--- src/rtl/serial_add_ctrl_pkg.sv ---
// Shared types and constants for the bit-serial add/subtract controller.
package serial_add_ctrl_pkg;

  localparam int DEFAULT_WIDTH = 8;

  typedef enum logic [1:0] {
    IDLE = 2'd0,
    RUN  = 2'd1,
    DONE = 2'd2
  } state_t;

  // Two's-complement overflow from the carries entering and leaving the MSB.
  function automatic logic ovf_of(input logic carry_into_msb, input logic carry_out_msb);
    return carry_into_msb ^ carry_out_msb;
  endfunction

endpackage

--- src/rtl/serial_add_ctrl_if.sv ---
// Request/result bundle between a requester and the serial adder controller.
interface serial_add_ctrl_if #(
  parameter int WIDTH = serial_add_ctrl_pkg::DEFAULT_WIDTH
);

  logic             start;
  logic             sub;
  logic             cin;
  logic [WIDTH-1:0] op_a;
  logic [WIDTH-1:0] op_b;
  logic             busy;
  logic             done;
  logic [WIDTH-1:0] sum;
  logic             cout;
  logic             ovf;

  modport master (
    output start, sub, cin, op_a, op_b,
    input  busy, done, sum, cout, ovf
  );

  modport slave (
    input  start, sub, cin, op_a, op_b,
    output busy, done, sum, cout, ovf
  );

endinterface

--- src/rtl/serial_add_ctrl_pfa_cell.sv ---
// One-bit partial full adder: sum plus generate/propagate; carry is resolved by the caller.
module pfa_cell (
  input  logic a,
  input  logic b,
  input  logic c,
  output logic s,
  output logic g,
  output logic p
);

  assign s = a ^ b ^ c;
  assign g = a & b;
  assign p = a | b;

endmodule

--- src/rtl/serial_add_ctrl.sv ---
// Bit-serial add/subtract controller: one operand bit per cycle, LSB first, through a single pfa_cell.
module serial_add_ctrl
  import serial_add_ctrl_pkg::*;
#(
  parameter int WIDTH = DEFAULT_WIDTH
) (
  input  logic               clk,
  input  logic               rst_n,
  serial_add_ctrl_if.slave   bus
);

  localparam int                CNT_W    = $clog2(WIDTH);
  localparam logic [CNT_W-1:0]  CNT_LAST = CNT_W'(WIDTH - 1);

  state_t             r_state;
  logic [CNT_W-1:0]   r_cnt;
  logic               r_carry;
  logic               r_sub;
  logic [WIDTH-1:0]   r_a;
  logic [WIDTH-1:0]   r_b;
  logic [WIDTH-2:0]   r_acc;
  logic [WIDTH-1:0]   r_sum;
  logic               r_cout;
  logic               r_ovf;
  logic               r_busy;
  logic               r_done;

  logic               w_b_eff;
  logic               w_s;
  logic               w_g;
  logic               w_p;
  logic               w_c_next;
  logic               w_last;
  logic [WIDTH-1:0]   w_acc_next;

  // Subtraction feeds the inverted B bit; the +1 comes from the initial carry.
  assign w_b_eff    = r_b[0] ^ r_sub;
  assign w_c_next   = w_g | (w_p & r_carry);
  assign w_last     = (r_cnt == CNT_LAST);
  assign w_acc_next = {w_s, r_acc};

  pfa_cell u_cell (
    .a (r_a[0]),
    .b (w_b_eff),
    .c (r_carry),
    .s (w_s),
    .g (w_g),
    .p (w_p)
  );

  // Controller FSM with operand/result datapath and registered status outputs.
  always_ff @(posedge clk or negedge rst_n) begin
    if (!rst_n) begin
      r_state <= IDLE;
      r_cnt   <= {CNT_W{1'b0}};
      r_carry <= 1'b0;
      r_sub   <= 1'b0;
      r_a     <= {WIDTH{1'b0}};
      r_b     <= {WIDTH{1'b0}};
      r_acc   <= {(WIDTH-1){1'b0}};
      r_sum   <= {WIDTH{1'b0}};
      r_cout  <= 1'b0;
      r_ovf   <= 1'b0;
      r_busy  <= 1'b0;
      r_done  <= 1'b0;
    end else begin
      case (r_state)
        IDLE, DONE: begin
          r_done <= 1'b0;
          if (bus.start) begin
            r_a     <= bus.op_a;
            r_b     <= bus.op_b;
            r_sub   <= bus.sub;
            r_carry <= bus.sub ? 1'b1 : bus.cin;
            r_cnt   <= {CNT_W{1'b0}};
            r_acc   <= {(WIDTH-1){1'b0}};
            r_busy  <= 1'b1;
            r_state <= RUN;
          end else begin
            r_busy  <= 1'b0;
            r_state <= IDLE;
          end
        end
        RUN: begin
          r_a     <= {1'b0, r_a[WIDTH-1:1]};
          r_b     <= {1'b0, r_b[WIDTH-1:1]};
          r_acc   <= w_acc_next[WIDTH-1:1];
          r_carry <= w_c_next;
          // Results are published only on the final bit so sum stays stable while shifting.
          if (w_last) begin
            r_sum   <= w_acc_next;
            r_cout  <= w_c_next;
            r_ovf   <= ovf_of(r_carry, w_c_next);
            r_cnt   <= {CNT_W{1'b0}};
            r_busy  <= 1'b0;
            r_done  <= 1'b1;
            r_state <= DONE;
          end else begin
            r_cnt   <= r_cnt + CNT_W'(1);
            r_busy  <= 1'b1;
            r_done  <= 1'b0;
            r_state <= RUN;
          end
        end
        default: begin
          r_cnt   <= {CNT_W{1'b0}};
          r_busy  <= 1'b0;
          r_done  <= 1'b0;
          r_state <= IDLE;
        end
      endcase
    end
  end

  assign bus.busy = r_busy;
  assign bus.done = r_done;
  assign bus.sum  = r_sum;
  assign bus.cout = r_cout;
  assign bus.ovf  = r_ovf;

endmodule
--- src/flat_wrapper.sv ---
// flat-port wrapper written by rule: the top's interface ports become plain ports
module serial_add_ctrl_flat import serial_add_ctrl_pkg::*;
#(
  parameter int WIDTH = DEFAULT_WIDTH
)
  (clk, rst_n, bus_start, bus_sub, bus_cin, bus_op_a, bus_op_b, bus_busy, bus_done, bus_sum, bus_cout, bus_ovf);
  serial_add_ctrl_if #(.WIDTH(WIDTH)) bus_i ();
  input  logic clk;
  input  logic rst_n;
  input wire logic [$bits(bus_i.start)-1:0] bus_start;
  input wire logic [$bits(bus_i.sub)-1:0] bus_sub;
  input wire logic [$bits(bus_i.cin)-1:0] bus_cin;
  input wire logic [$bits(bus_i.op_a)-1:0] bus_op_a;
  input wire logic [$bits(bus_i.op_b)-1:0] bus_op_b;
  output wire logic [$bits(bus_i.busy)-1:0] bus_busy;
  output wire logic [$bits(bus_i.done)-1:0] bus_done;
  output wire logic [$bits(bus_i.sum)-1:0] bus_sum;
  output wire logic [$bits(bus_i.cout)-1:0] bus_cout;
  output wire logic [$bits(bus_i.ovf)-1:0] bus_ovf;
  assign bus_i.start = bus_start;
  assign bus_i.sub = bus_sub;
  assign bus_i.cin = bus_cin;
  assign bus_i.op_a = bus_op_a;
  assign bus_i.op_b = bus_op_b;
  assign bus_busy = bus_i.busy;
  assign bus_done = bus_i.done;
  assign bus_sum = bus_i.sum;
  assign bus_cout = bus_i.cout;
  assign bus_ovf = bus_i.ovf;
  serial_add_ctrl #(.WIDTH(WIDTH)) u_core (.clk(clk), .rst_n(rst_n), .bus(bus_i));
endmodule
--- config.mk ---
export PLATFORM = sky130hd
export DESIGN_NAME = serial_add_ctrl_flat
export DESIGN_NICKNAME = d
export VERILOG_FILES = /design/src/rtl/serial_add_ctrl_pkg.sv /design/src/rtl/serial_add_ctrl_if.sv /design/src/rtl/serial_add_ctrl_pfa_cell.sv /design/src/rtl/serial_add_ctrl.sv /design/src/flat_wrapper.sv
export SDC_FILE = /design/constraint.sdc
export NUM_CORES = 1
export LEC_CHECK = 0
export ABC_AREA = 1
export CAP_MARGIN = 30
export CELL_PAD_IN_SITES_DETAIL_PLACEMENT = 1
export CELL_PAD_IN_SITES_GLOBAL_PLACEMENT = 2
export CORE_MARGIN = 2
export CORE_UTILIZATION = 31
export DETAILED_ROUTE_END_ITERATION = 12
export GPL_TIMING_DRIVEN = 0
export PLACE_DENSITY_LB_ADDON = 0.1
export SLEW_MARGIN = 20
export SYNTH_ARGS = -nofsm -noshare
export SYNTH_HDL_FRONTEND = slang
export SYNTH_SLANG_ARGS = --single-unit
--- constraint.sdc ---
create_clock -name clk -period 1.61 [get_ports clk]
set_clock_uncertainty 0.05 [all_clocks]
set_input_delay 0.483 -clock clk [delete_from_list [all_inputs] [get_ports clk]]
set_output_delay 0.483 -clock clk [all_outputs]
set_load 0.02 [all_outputs]
==> flow_summary.json <==
{
  "ys_ff_latch": 41,
  "clk_pin_slew_worst_paths_ps": 90,
  "hold_class": "in -> async",
  "r2r_start": "u_core.r_b[0]",
  "wirelength_mm": 4.37,
  "drt_pass1_iterations": 4,
  "worst_pin_slew_ps": 461,
  "synth_seq_area_share_pct": 52.8,
  "synth.distinct_cells": 20,
  "synth_edf_count": 0,
  "pin_count": 33,
  "vdd_drop_max_uv": 713,
  "drc": 0,
  "via_count": 1565,
  "r2r_cells": 4,
  "report.power.total_mw": 5.13,
  "cts_tree": "built",
  "cp-end-kind": "flip-flop",
  "grt_max_degree": 28,
  "start_kind": "input pin",
  "rows": 28,
  "synth_area_sq_um": 1940,
  "cts_buffer_depth": 2,
  "initial_core_util_pct": 32.4,
  "synth_most_common_cell": "nand2_1",
  "fin_tns_setup_ps": 0,
  "yosysWarnings": 0,
  "hpwl_mm": 3.11,
  "ant_nets": 0,
  "final.setup.worst_slack_ps": 63.4,
  "synth_ff_type": "dfrtp_1",
  "nets": 299,
  "grt_overflow": 0,
  "viasPerCell": 4.46,
  "status": "finished clean",
  "finalInstanceArea_sq_um": 2520,
  "place_congestion": 0.726,
  "synth_common_cells": "nand2_1, dfrtp_1, inv_1",
  "die_h_microns": 83.2,
  "root_buffer": "clkbuf_8",
  "cp.required_ps": 1800,
  "cts.hold.buffers_added": 0,
  "synth_top_cell_by_area": "dfrtp_1",
  "drv_slew": 0,
  "htreeDepth": 2,
  "grt_pass1_vias": 1597,
  "n_antenna_cell": 0,
  "relSlewSlack_pct": 69.3,
  "place_area_sq_um": 2370,
  "grt_pass1_wl_mm": 7.51,
  "antenna_found_initial": 0,
  "wire_per_inst_microns": 12.4,
  "p_leak_nw": 1.34,
  "synth.area.top_cells": "dfrtp_1, nand2_1, inv_1, nand3_1, o21ai_2",
  "die_x_microns": 83.2,
  "fin_crit_sh_pct": 96.1,
  "endpoint": "u_core.r_a[5]",
  "drtIter0Drc": 82,
  "avgSynthCellArea_sq_um": 8.34,
  "crit_type": "in -> reg",
  "drive_above_1_share_pct": 13.0,
  "numClockSinks": 41,
  "setup_viol": 0,
  "drv_cap": 0,
  "hold_viol_final": 0,
  "numCtsBuffers": 5,
  "synth-async-reset-ratio_pct": 100,
  "synth_cells": 233,
  "post-place-ws_ps": -255,
  "core_sq_um": 5990,
  "insertion_delay_ps": 300,
  "cp.arrival_ps": 1730,
  "crit_start": "bus_start",
  "area_growth_pct": 29.7,
  "timing.rr.end": "u_core.r_acc[6]",
  "grtUsageTotal_pct": 13.6,
  "die_area_sq_um": 6920,
  "io_buffers": 32,
  "synth_nets": 257,
  "yosysTopAreaCellShare_pct": 52.8,
  "rrSetupSlack_ps": 100,
  "path_max_fanout": 10,
  "period_needed_ps": 1550,
  "rsz0062_at_grt": "false",
  "max_freq_ghz": 0.647,
  "power_density_nw_per_um2": 2030
}
-- routing by layer --
layer / track usage (%) / wire length, microns / vias to the layer above
met1: 16.9 / 2140 / 742
li1: - / - / 789
met4: 4.92 / 70 / 0
met5: 0 / 0 / -
met2: 22.2 / 2000 / 27
met3: 4.08 / 164 / 7
-- through the flow --
step | utilization [%] | hold slack, ps | std cells
2_1_floorplan | - | 137 | 233
3_3_place_gp | 39.3 | 411 | 340
3_5_place_dp | 39.6 | 382 | 341
4_1_cts | 41.6 | 49.3 | 349
5_1_grt | 42.1 | 47.6 | 351
6_report | 42.1 | 38.9 | 351
-- worst min path at each step --
stage                    startpoint               to  slack [ps]  depth (start not counted)
detailed placement            rst_n  u_core.r_cnt[2]         380                          1
CTS                           rst_n  u_core.r_cnt[2]          50                          1
finish                        rst_n  u_core.r_cnt[2]          40                          1
global route                  rst_n  u_core.r_cnt[2]          50                          1
global placement    u_core.r_acc[1]  u_core.r_acc[0]         410                          2
floorplan                     rst_n  u_core.bus.busy         140                          0
-- power breakdown --
part | switching [mW] | internal (mW)
Sequential | 0.241 | 1.51
Clock | 0.398 | 0.624
Combinational | 1.37 | 0.983
Total | 2.01 | 3.12
-- placed cells by master, fill, tap and decap left out, drive strengths merged, types with 2 or more instances in the layout --
| cell | count |
|---|---|
| buf | 11 |
| bufinv | 2 |
| clkbuf | 7 |
| clkdlybuf4s50 | 19 |
| dfrtp | 41 |
| dlygate4sd2 | 11 |
| ha | 2 |
| inv | 44 |
| nand2 | 78 |
| nand3 | 30 |
| nor2 | 5 |
| o21ai | 21 |
| xnor2 | 2 |
-- sequential cells by signal, summed over array words and instances, names as in the netlist --
signal	cells
u_core.bus.busy	1
u_core.r_carry	1
u_core.r_cnt	3
u_core.bus.cout	1
u_core.r_acc	7
u_core.bus.sum	8
u_core.r_a	8
u_core.r_sub	1
u_core.bus.ovf	1
u_core.r_b	8
u_core.bus.done	1
u_core.r_state	1
-- cell families after synthesis --
family / Yosys count / synth area share [%]
buffers and inverters: 52 / 11.8
AOI/OAI and AO/OA: 21 / 7.15
adders and majority gates: 3 / 2.32
and+or+nand+nor: 114 / 25.0
xor gates and xnor gates: 2 / 0.902
DFF: 41 / 52.8
-- worst max-delay path: stages --
cell	delay, ps
clkdlybuf4s50_1	500
nand2_1	130
nand2_2	160
buf_2	250
nand3_1	120
nand2_1	80
-- timing repair --
item,in CTS,in global routing
hold endpoints to repair,0,0
buffers inserted,0,2
endpoints found under the setup margin,12,2
gates resized for setup,12,4
pin swaps,0,2
-- layout make-up --
type / count / area (sq um)
multi-input combinational: 140 / 697
tap: 75 / 93.8
clock buffer: 5 / 68.8
inverter: 43 / 161
sequential: 41 / 1030
clock inverter: 3 / 68.8
timing repair buffer: 35 / 337
fill: 738 / 3470
buffer: 9 / 68.8
(Power assumes the default switching activity.)
